## config.mk

```make
export PLATFORM = sky130hd
export DESIGN_NAME = idli_sqi_ctrl
export DESIGN_NICKNAME = d
export VERILOG_FILES = /design/src/rtl/idli_pkg.sv /design/src/rtl/idli_sqi_ctrl.sv
export SDC_FILE = /design/constraint.sdc
export NUM_CORES = 1
export LEC_CHECK = 0
export ABC_CLOCK_PERIOD_IN_PS = 1500
export BUFFER_PORTS_ARGS = -buffer_cell sky130_fd_sc_hd__buf_2
export CORE_ASPECT_RATIO = 1.75
export CORE_MARGIN = 2
export CORE_UTILIZATION = 49
export DETAILED_ROUTE_END_ITERATION = 16
export PLACE_DENSITY_LB_ADDON = 0.05
export SLEW_MARGIN = 20
export SYNTH_ARGS = -nofsm -noshare
export SYNTH_HDL_FRONTEND = slang
export SYNTH_SLANG_ARGS = --single-unit
```

## constraint.sdc

```tcl
create_clock -name i_clk -period 1.5 [get_ports i_clk]
set_input_delay 0.3 -clock i_clk [delete_from_list [all_inputs] [get_ports i_clk]]
set_output_delay 0.3 -clock i_clk [all_outputs]
set_load 0.01 [all_outputs]
```

## src/rtl/idli_pkg.sv

```systemverilog
// idli_pkg: shared types and constants for the idli core.
// Contents used by the SQI controller:
//   sqi_mode_t   - pin direction of the SQI nibble bus
//   sqi_state_t  - SQI master transaction states
//   SQI_CMD_RD / SQI_CMD_WR - SQI SRAM read / write command bytes
//   SQI_CMD_NIBBLES / SQI_ADDR_NIBBLES - slot counts of the command and address phases
package idli_pkg;

  typedef enum logic {
    SQI_MODE_IN  = 1'b0,
    SQI_MODE_OUT = 1'b1
  } sqi_mode_t;

  typedef enum logic [2:0] {
    SQI_STATE_IDLE,
    SQI_STATE_CMD,
    SQI_STATE_ADDR,
    SQI_STATE_DUMMY,
    SQI_STATE_DATA,
    SQI_STATE_END
  } sqi_state_t;

  localparam logic [7:0] SQI_CMD_RD = 8'h03;
  localparam logic [7:0] SQI_CMD_WR = 8'h02;

  localparam int SQI_CMD_NIBBLES  = 2;
  localparam int SQI_ADDR_NIBBLES = 6;

endpackage

```

## src/rtl/idli_sqi_ctrl.sv

```systemverilog
// idli_sqi_ctrl: nibble-wide SQI master between the idli core and an external
// SQI SRAM. A word-address request becomes CMD / ADDR / DUMMY / DATA pin
// sequencing with SCK at half the core clock; data nibbles stream until the
// core raises i_stop.
// Build option: define IDLI_SQI_WR_EN to enable the write path. Without it
// every transaction is a read and o_wr_ready stays low.
// Ports:
//   i_clk, i_rst_n          core clock, asynchronous active-low reset
//   i_req, i_wr, i_addr     transaction request (accepted when o_busy==0)
//   i_stop                  end burst after the current data nibble
//   o_busy                  transaction in progress, including the CS-high tail
//   o_rd_data, o_rd_valid   read nibble and its one-cycle strobe
//   i_wr_data, o_wr_ready   write nibble and its one-cycle request strobe
//   o_sqi_cs_n, o_sqi_sck   SQI chip select (active low) and serial clock
//   o_sqi_sio, i_sqi_sio    SQI nibble bus out / in
//   o_sqi_mode              SQI pin direction
module idli_sqi_ctrl
  import idli_pkg::*;
#(
  parameter int ADDR_W        = 16,
  parameter int DUMMY_NIBBLES = 2,
  parameter int END_CYCLES    = 2
) (
  input  logic              i_clk,
  input  logic              i_rst_n,
  input  logic              i_req,
  input  logic              i_wr,
  input  logic [ADDR_W-1:0] i_addr,
  input  logic              i_stop,
  output logic              o_busy,
  output logic [3:0]        o_rd_data,
  output logic              o_rd_valid,
  input  logic [3:0]        i_wr_data,
  output logic              o_wr_ready,
  output logic              o_sqi_cs_n,
  output logic              o_sqi_sck,
  output logic [3:0]        o_sqi_sio,
  input  logic [3:0]        i_sqi_sio,
  output sqi_mode_t         o_sqi_mode
);

  sqi_state_t  r_state;
  sqi_state_t  w_next;
  logic        r_phase;      // 0: SCK low, bus updated; 1: SCK high, memory samples
  logic [2:0]  r_nib;        // slot counter within CMD/ADDR/DUMMY, cycle counter in END
  logic [31:0] r_shift;      // command byte + 24-bit byte address, MS nibble first
  logic        r_wr;
  logic [3:0]  r_wr_nib;
  logic [3:0]  r_rd_data;
  logic        r_rd_valid;
  logic        w_wr;
  logic [23:0] w_byte_addr;

`ifdef IDLI_SQI_WR_EN
  assign w_wr = i_wr;
`else
  logic w_unused;
  assign w_wr     = 1'b0;
  assign w_unused = i_wr;
`endif

  assign w_byte_addr = 24'({i_addr, 1'b0});

  // State register
  always_ff @(posedge i_clk or negedge i_rst_n) begin
    if (!i_rst_n) r_state <= SQI_STATE_IDLE;
    else          r_state <= w_next;
  end

  // Next-state logic; slot-based states only advance at the end of phase1
  always_comb begin
    w_next = r_state;
    unique case (r_state)
      SQI_STATE_IDLE:
        if (i_req) w_next = SQI_STATE_CMD;
      SQI_STATE_CMD:
        if (r_phase && r_nib == 3'(SQI_CMD_NIBBLES - 1)) w_next = SQI_STATE_ADDR;
      SQI_STATE_ADDR:
        if (r_phase && r_nib == 3'(SQI_ADDR_NIBBLES - 1))
          w_next = (!r_wr && DUMMY_NIBBLES > 0) ? SQI_STATE_DUMMY : SQI_STATE_DATA;
      SQI_STATE_DUMMY:
        if (r_phase && r_nib == 3'(DUMMY_NIBBLES - 1)) w_next = SQI_STATE_DATA;
      SQI_STATE_DATA:
        if (r_phase && i_stop)
          w_next = (END_CYCLES > 0) ? SQI_STATE_END : SQI_STATE_IDLE;
      SQI_STATE_END:
        if (r_nib == 3'(END_CYCLES - 1)) w_next = SQI_STATE_IDLE;
      default:
        w_next = SQI_STATE_IDLE;
    endcase
  end

  // Phase, slot counter, shift register and data capture
  always_ff @(posedge i_clk or negedge i_rst_n) begin
    if (!i_rst_n) begin
      r_phase    <= 1'b0;
      r_nib      <= '0;
      r_shift    <= '0;
      r_wr       <= 1'b0;
      r_wr_nib   <= '0;
      r_rd_data  <= '0;
      r_rd_valid <= 1'b0;
    end else begin
      r_rd_valid <= 1'b0;
      unique case (r_state)
        SQI_STATE_IDLE: begin
          r_phase <= 1'b0;
          r_nib   <= '0;
          if (i_req) begin
            r_shift <= {(w_wr ? SQI_CMD_WR : SQI_CMD_RD), w_byte_addr};
            r_wr    <= w_wr;
          end
        end
        SQI_STATE_END: begin
          r_phase <= 1'b0;
          r_nib   <= r_nib + 3'd1;
        end
        default: begin
          r_phase <= ~r_phase;
          if (r_phase) begin
            r_shift <= {r_shift[27:0], 4'h0};
            r_nib   <= (w_next != r_state) ? '0 : r_nib + 3'd1;
          end
          if (r_state == SQI_STATE_DATA) begin
            if (!r_phase && r_wr) r_wr_nib <= i_wr_data;
            if (r_phase && !r_wr) begin
              r_rd_data  <= i_sqi_sio;
              r_rd_valid <= 1'b1;
            end
          end
        end
      endcase
    end
  end

  // Outputs. During write DATA phase0 the incoming nibble goes straight to
  // the pins; phase1 replays the captured copy so the memory sees it stable.
  always_comb begin
    o_busy     = (r_state != SQI_STATE_IDLE);
    o_sqi_cs_n = 1'b1;
    o_sqi_sck  = 1'b0;
    o_sqi_sio  = 4'h0;
    o_sqi_mode = SQI_MODE_IN;
    o_wr_ready = 1'b0;
    o_rd_data  = r_rd_data;
    o_rd_valid = r_rd_valid;
    unique case (r_state)
      SQI_STATE_CMD, SQI_STATE_ADDR: begin
        o_sqi_cs_n = 1'b0;
        o_sqi_sck  = r_phase;
        o_sqi_sio  = r_shift[31:28];
        o_sqi_mode = SQI_MODE_OUT;
      end
      SQI_STATE_DUMMY: begin
        o_sqi_cs_n = 1'b0;
        o_sqi_sck  = r_phase;
      end
      SQI_STATE_DATA: begin
        o_sqi_cs_n = 1'b0;
        o_sqi_sck  = r_phase;
        if (r_wr) begin
          o_sqi_mode = SQI_MODE_OUT;
          o_wr_ready = ~r_phase;
          o_sqi_sio  = r_phase ? r_wr_nib : i_wr_data;
        end
      end
      default: ;
    endcase
  end

endmodule

```

==> results.txt, run 1 <==
Run status: complete, but fails checks
Violated checks: setup timing
MaxCap Viol Count: 0
GRT overflow: 0
Most common cell after layout, fill and taps aside: nand2_1
Drt wl/cell: 15.6 um
WHS: 0.212 ns
Worst setup SP type: flip-flop
Synth Register Bits: 43
Vias/cell: 5.38
Hold WC Path Type: primary input to flip-flop
Final hold viol count: 0
Worst path bufs/invs: 3
DP Worst Slack: -0.113 ns
PD cells: 2460 mW/mm^2
Num rows: 32
Die ar.: 0.00508 mm^2
CP Class: flip-flop to primary output
Critical path data required time: 1.20 ns
Crit-path leading delay family: flip-flops
Leading cell types in the layout, fill and taps excluded: nand2_1, dfrtp_1, buf_2, buf_4, buf_6
DRC: 0
Syn Nets: 254
Peak supply drop: 1700 uV
Netlist cell types: 42
Multi-input gate area: 0.00119 mm^2
Pin count of the biggest net entering global routing: 44
Layout Skew: 0.0126 ns
Syn Area/Cell: 9.91 um^2
Worst-Skew Late Latency: 0.30 ns
H-tree depth: 2
Vias in the first global route: 1876
Final ANT Viol Nets: 0
Final Net Count: 324
Dpl hpwl: 3150 um
Worst setup margin: -0.234 ns
Starting Density: 0.506
Leakage: 0.00156 uW
Width of the die: 54.8 um
Antenna diodes: 0
Initial DRC Count: 30
WL final: 5380 um
Final setup fails: 46
Die Y: 92.8 um
Number of enable flip-flop cells after synthesis: 0
Crit-path max FO: 4
RSZ-0062 raised after global routing: true
Layout fillers: 325
Storage element area: 0.00108 mm^2
Critical path arrival: 1.43 ns
Max-slew violation count: 0
Core footprint: 0.00436 mm^2
Inserted Clock Buffers: 5
Crit path time final: 1.73 ns
Clock sinks: 43
Vias: 1857
Register area share after synthesis: 0.487
Fin crit share: 1.16
Synth Flop Type: dfrtp_1
Placer congestion estimate: 0.722
Initial antenna violation count: 0
Critical path cell sequence: buf_6 > nor3_4 > inv_4 > and3_1 > buf_2
First-pass GRT wire length: 8710 um
Ys Warns: 0
Layout cells sized above 1: 0.452
Pre-antenna DRT Iters: 4
Asr flop ratio synth: 1.00
Top Ports: 43
Critical path's largest stage delay: 0.45 ns
Syn Inst Count: 223
IO Port Bufs: 36
TritonCTS clock tree: done
CP Capture Type: primary output
Slowest stage cell, crit path: dfrtp_2
P&R area growth vs syn: 41.2%
Root buffer cell: clkbuf_8
Total GRT Usage: 0.232
Fmax: 0.577 GHz
Clk pin slew, worst setup/hold paths: 0.09 ns
Syn Std Cell Area: 0.00221 mm^2
Clk buf depth: 2
-- worst min-delay path, cell delays in order --
cell     delay [ns]
buf_2          0.08
nand2_2        0.03
o21ai_1        0.06
-- state kept, by name (all words and copies together) (netlist names) --
signal	cells
r_nib	3
r_shift	31
r_phase	1
o_rd_valid	1
o_rd_data	4
r_state	3
-- final timing paths --
check / from / to / slack [ns] / cells past startpoint
min reg2reg: r_shift[18]$_DFFE_PN0P_ / r_shift[22]$_DFFE_PN0P_ / 0.48 / 2
max in group asynchronous: i_rst_n / r_state[2]$_DFF_PN0_ / 0.77 / 3
max reg2reg: r_state[2]$_DFF_PN0_ / r_shift[5]$_DFFE_PN0P_ / -0.23 / 7
min: i_addr[2] / r_shift[3]$_DFFE_PN0P_ / 0.21 / 3
min in group asynchronous: i_rst_n / r_shift[26]$_DFFE_PN0P_ / 0.48 / 3
max: r_state[2]$_DFF_PN0_ / o_sqi_sck / -0.23 / 5
-- layout make-up --
cell class,count,area share
inverter,3,0.00602
sequential,43,0.346
multi-input combinational,164,0.381
clock buffer,5,0.0221
timing repair buffer,76,0.203
tap,51,0.0205
clock inverter,3,0.0217
-- cell usage after synthesis, types with 3 or more instances --
master | number | area share
buf_6 | 4 | 0.020
o21ai_1 | 6 | 0.014
and2_1 | 4 | 0.011
a21oi_1 | 4 | 0.0091
buf_2 | 4 | 0.0091
dfrtp_1 | 43 | 0.49
o21ai_0 | 7 | 0.016
nor2_1 | 3 | 0.0051
clkbuf_1 | 3 | 0.0051
nand3_1 | 6 | 0.014
nand3_2 | 9 | 0.041
nand2_1 | 78 | 0.13
mux2_1 | 14 | 0.071
buf_4 | 4 | 0.014
-- metal layers --
layer | GRT usage | part of all wire | up-vias
met5 | 0 | 0 | -
met4 | 0.0896 | 0.027 | 0
met2 | 0.385 | 0.54 | 40
met1 | 0.286 | 0.40 | 917
met3 | 0.0419 | 0.031 | 15
li1 | - | - | 885
-- report_power, final --
part	leakage [uW]	internal, uW	switching [uW]
Sequential	0.000548	1680	388
Combinational	0.000952	2440	2070
Clock	0.0000644	664	417
-- through the flow --
stage	utilization	area [um^2]	setup TNS [ns]	std cells	power (uW)
global route	0.715	3120	-9.21	345	8170
finish	0.715	3120	-6.37	345	7670
global placement	0.586	2560	-0.749	316	5090
floorplan	-	2220	0	223	4130
CTS	0.692	3020	-6.27	342	7360
detailed placement	0.586	2560	-1.11	316	5180
-- what timing repair did --
| action | CTS | global route |
|---|---|---|
| setup endpoints to repair | 46 | 46 |
| setup buffers | 13 | 4 |
| hold buffers | 1 | 0 |
| cloned | 4 | 0 |
| pin swaps | 13 | 7 |
| resized for setup | 33 | 21 |
| endpoints found under the hold margin | 43 | 0 |
-- cell families (layout without fill, tap and decap cells) --
family / Yosys count / count (layout) / share of synthesized area
AO/OA/AOI/OAI: 27 / 27 / 0.0929
XOR/XNOR: 3 / 3 / 0.0153
adder cells (fa/ha/maj): 2 / 2 / 0.0113
buffers and inverters: 18 / 87 / 0.0532
flip-flops: 43 / 43 / 0.487
multiplexers: 16 / 16 / 0.0815
other: 1 / 1 / 0.00170
AND/OR/NAND/NOR: 113 / 115 / 0.257
Note: power is estimated with default switching activity, not from simulation.
==> inputs of run 2 (changes only) <==
--- a/config.mk
+++ b/config.mk
@@ -5,13 +5,14 @@
 export SDC_FILE = /design/constraint.sdc
 export NUM_CORES = 1
 export LEC_CHECK = 0
-export ABC_CLOCK_PERIOD_IN_PS = 1500
+export ABC_CLOCK_PERIOD_IN_PS = 1900
 export BUFFER_PORTS_ARGS = -buffer_cell sky130_fd_sc_hd__buf_2
 export CORE_ASPECT_RATIO = 1.75
 export CORE_MARGIN = 2
-export CORE_UTILIZATION = 49
+export CORE_UTILIZATION = 55
 export DETAILED_ROUTE_END_ITERATION = 16
 export PLACE_DENSITY_LB_ADDON = 0.05
+export RECOVER_POWER = 100
 export SLEW_MARGIN = 20
 export SYNTH_ARGS = -nofsm -noshare
 export SYNTH_HDL_FRONTEND = slang
==> constraint.sdc (replaced) <==
create_clock -name i_clk -period 1.9 [get_ports i_clk]
set_input_delay 0.38 -clock i_clk [delete_from_list [all_inputs] [get_ports i_clk]]
set_output_delay 0.38 -clock i_clk [all_outputs]
set_load 0.02 [all_outputs]
==> run 2 against run 1 <==
Effect of this change:
- flip-flop and latch count unchanged
- die area down 10%
- largest power group unchanged
- core utilization down 4.8 points
- final area down 17%
- the flow now finishes without violations
- wire length down 23%
- sequential power down 23%
- global-route usage down 2.8 points
- combinational power down 47%
- via count down 11%
- hold slack better by 0.085 ns
==> results.txt, run 2 (synthesis results as in run 1) <==
Run status: complete, no violations (was complete, but fails checks)
Worst setup margin: 0.0690 ns (was -0.234 ns)
Final setup fails: 0 (was 46)
Width of the die: 51.9 um (was 54.8 um)
P&R area growth vs syn: 16.6% (was 41.2%)
Layout Cells excl Fill: 318 (was 345)
Fin area: 0.00258 mm^2 (was 0.00312 mm^2)
Dpl hpwl: 2960 um (was 3150 um)
Die ar.: 0.00456 mm^2 (was 0.00508 mm^2)
Initial DRC Count: 20 (was 30)
Clock sinks: 43 (unchanged)
Final core utilization: 0.667 (was 0.715)
Leakage: 0.00129 uW (was 0.00156 uW)
DRC: 0 (unchanged)
Initial antenna violation count: 0 (unchanged)
WL final: 4140 um (was 5380 um)
Setup TNS: 0 ns (was -6.37 ns)
Layout fillers: 350 (was 325)
Leading cell types in the layout, fill and taps excluded: nand2_1, dfrtp_1, buf_2, buf_4, mux2_1 (was nand2_1, dfrtp_1, buf_2, buf_4, buf_6)
Crit path time final: 1.83 ns
Worst-Skew Late Latency: 0.30 ns (about the same)
Worst Tran Pin Value: 0.828 ns
Starting Density: 0.572 (was 0.506)
Drt wl/cell: 13.0 um (was 15.6 um)
Dpl cell area: 0.00247 mm^2 (was 0.00256 mm^2)
Placed cell count: 305 (was 316)
CP Capture Type: primary output (unchanged)
Critical path cell sequence: nor3_4 > inv_4 > and3_1 > buf_2 (was buf_6 > nor3_4 > inv_4 > and3_1 > buf_2)
Slowest stage cell, crit path: dfrtp_2 (unchanged)
Worst setup SP type: flip-flop (unchanged)
Vias/cell: 5.18 (was 5.38)
Antenna diodes: 0 (unchanged)
Pre-antenna DRT Iters: 4 (unchanged)
Max reg flops: 31 (unchanged)
Total GRT Usage: 0.205 (was 0.232)
Placer congestion estimate: 0.772 (was 0.722)
Critical path arrival: 1.45 ns (was 1.43 ns)
Max-slew violation count: 0 (unchanged)
Vias in the first global route: 1535 (was 1876)
Worst path bufs/invs: 2 (was 3)
TritonCTS clock tree: done (unchanged)
Critical path's largest stage delay: 0.46 ns (was 0.45 ns)
Slew HR: 0.448
Crit-path leading delay family: flip-flops (unchanged)
Layout Skew: 0.00849 ns (was 0.0126 ns)
DP Worst Slack: 0.176 ns (was -0.113 ns)
Clk pin slew, worst setup/hold paths: 0.08 ns (was 0.09 ns)
Root buffer cell: clkbuf_8 (unchanged)
MaxCap Viol Count: 0 (unchanged)
Layout cells sized above 1: 0.304 (was 0.452)
Die Y: 87.9 um (was 92.8 um)
PD cells: 1760 mW/mm^2 (was 2460 mW/mm^2)
Hold WC Path Type: primary input to flip-flop (unchanged)
Num rows: 30 (was 32)
Critical path data required time: 1.52 ns (was 1.20 ns)
Pin count of the biggest net entering global routing: 29 (was 44)
CP Class: flip-flop to primary output (unchanged)
Top Ports: 43 (unchanged)
Largest register by flop count: r_shift (unchanged)
Final ANT Viol Nets: 0 (unchanged)
Fin crit share: 0.964
Fmax: 0.546 GHz
First-pass GRT wire length: 6910 um (was 8710 um)
RSZ-0062 raised after global routing: true (unchanged)
Vias: 1648 (was 1857)
Crit-path max FO: 15 (was 4)
Most common cell after layout, fill and taps aside: nand2_1 (unchanged)
GRT overflow: 0 (unchanged)
Core footprint: 0.00387 mm^2 (was 0.00436 mm^2)
Inserted Clock Buffers: 5 (unchanged)
Final hold viol count: 0 (unchanged)
Clk buf depth: 2 (unchanged)
IO Port Bufs: 36 (unchanged)
Peak supply drop: 1060 uV (was 1700 uV)
H-tree depth: 2 (unchanged)
Final Net Count: 300 (was 324)
## run 2: cell count changes in the layout (fill, tap and decap cells not counted), moves of 4 or more
cell | previous run | this run
buf_4 | 22 | 15
o21ai_2 | 5 | 1
buf_6 | 13 | 0
mux2_1 | 7 | 14
clkbuf_1 | 0 | 7
mux2_4 | 8 | 0
buf_2 | 34 | 29
## run 2: timing repair
| item | 4_1_cts | 5_1_grt |
|---|---|---|
| hold buffers | 1 | 0 |
| gates cloned | 0 | 0 |
| gates resized for setup | 3 | 4 |
| pin swaps | 0 | 1 |
| setup buffers | 0 | 4 |
| endpoints found under the setup margin | 6 | 5 |
| endpoints found under the hold margin | 7 | 0 |
## run 2: area by class of cell
class | instances | area, um^2 | share of cell area
inverter | 3 | 13.8 | 0.00534
sequential | 43 | 1080 | 0.419
multi-input combinational | 162 | 1020 | 0.395
clock inverter | 3 | 15.0 | 0.00583
timing repair buffer | 54 | 322 | 0.125
tap | 48 | 60.1 | 0.0233
clock buffer | 5 | 68.8 | 0.0267
## run 2: final timing paths
path                                              start                      end  slack (ns)  cells after the start
worst max-delay path               r_state[1]$_DFF_PN0_                o_sqi_sck        0.07                      4
worst min-delay path                          i_addr[0]   r_shift[1]$_DFFE_PN0P_        0.30                      3
worst max register to register     r_state[1]$_DFF_PN0_     r_nib[2]$_DFFE_PN0P_        0.15                      6
worst min register to register  r_shift[16]$_DFFE_PN0P_  r_shift[20]$_DFFE_PN0P_        0.47                      2
max in group asynchronous                       i_rst_n     r_state[1]$_DFF_PN0_        0.24                      3
min in group asynchronous                       i_rst_n  r_shift[27]$_DFFE_PN0P_        0.68                      2
## run 2: worst register-to-register path, delay by kind of cell, from the launching register on
kind                   cells  cell delay (ns)
AOI/OAI and AO/OA          3             0.43
buffers and inverters      2             0.49
DFF                        1             0.46
and+or+nand+nor            1             0.25
## run 2: where the power goes
group / switching (uW) / internal [uW] / leakage, uW / total [uW]
registers: 275 / 1330 / 0.000548 / 1600
clock network: 307 / 252 / 0.0000477 / 559
logic: 1350 / 1030 / 0.000697 / 2390
## run 2: through the flow
stage	total power, uW	hold WS (ns)
finish	4550	0.296
global route	4940	0.287
CTS	4550	0.289
detailed placement	3970	0.321
global placement	3910	0.325
floorplan	3350	0.0844
## run 2: routing by layer
layer / global-route usage / vias up / routed length [um]
met5: 0 / - / 0
met4: 0.100 / 0 / 73
li1: - / 831 / -
met3: 0.0444 / 5 / 139
met1: 0.244 / 787 / 1750
met2: 0.342 / 25 / 2170
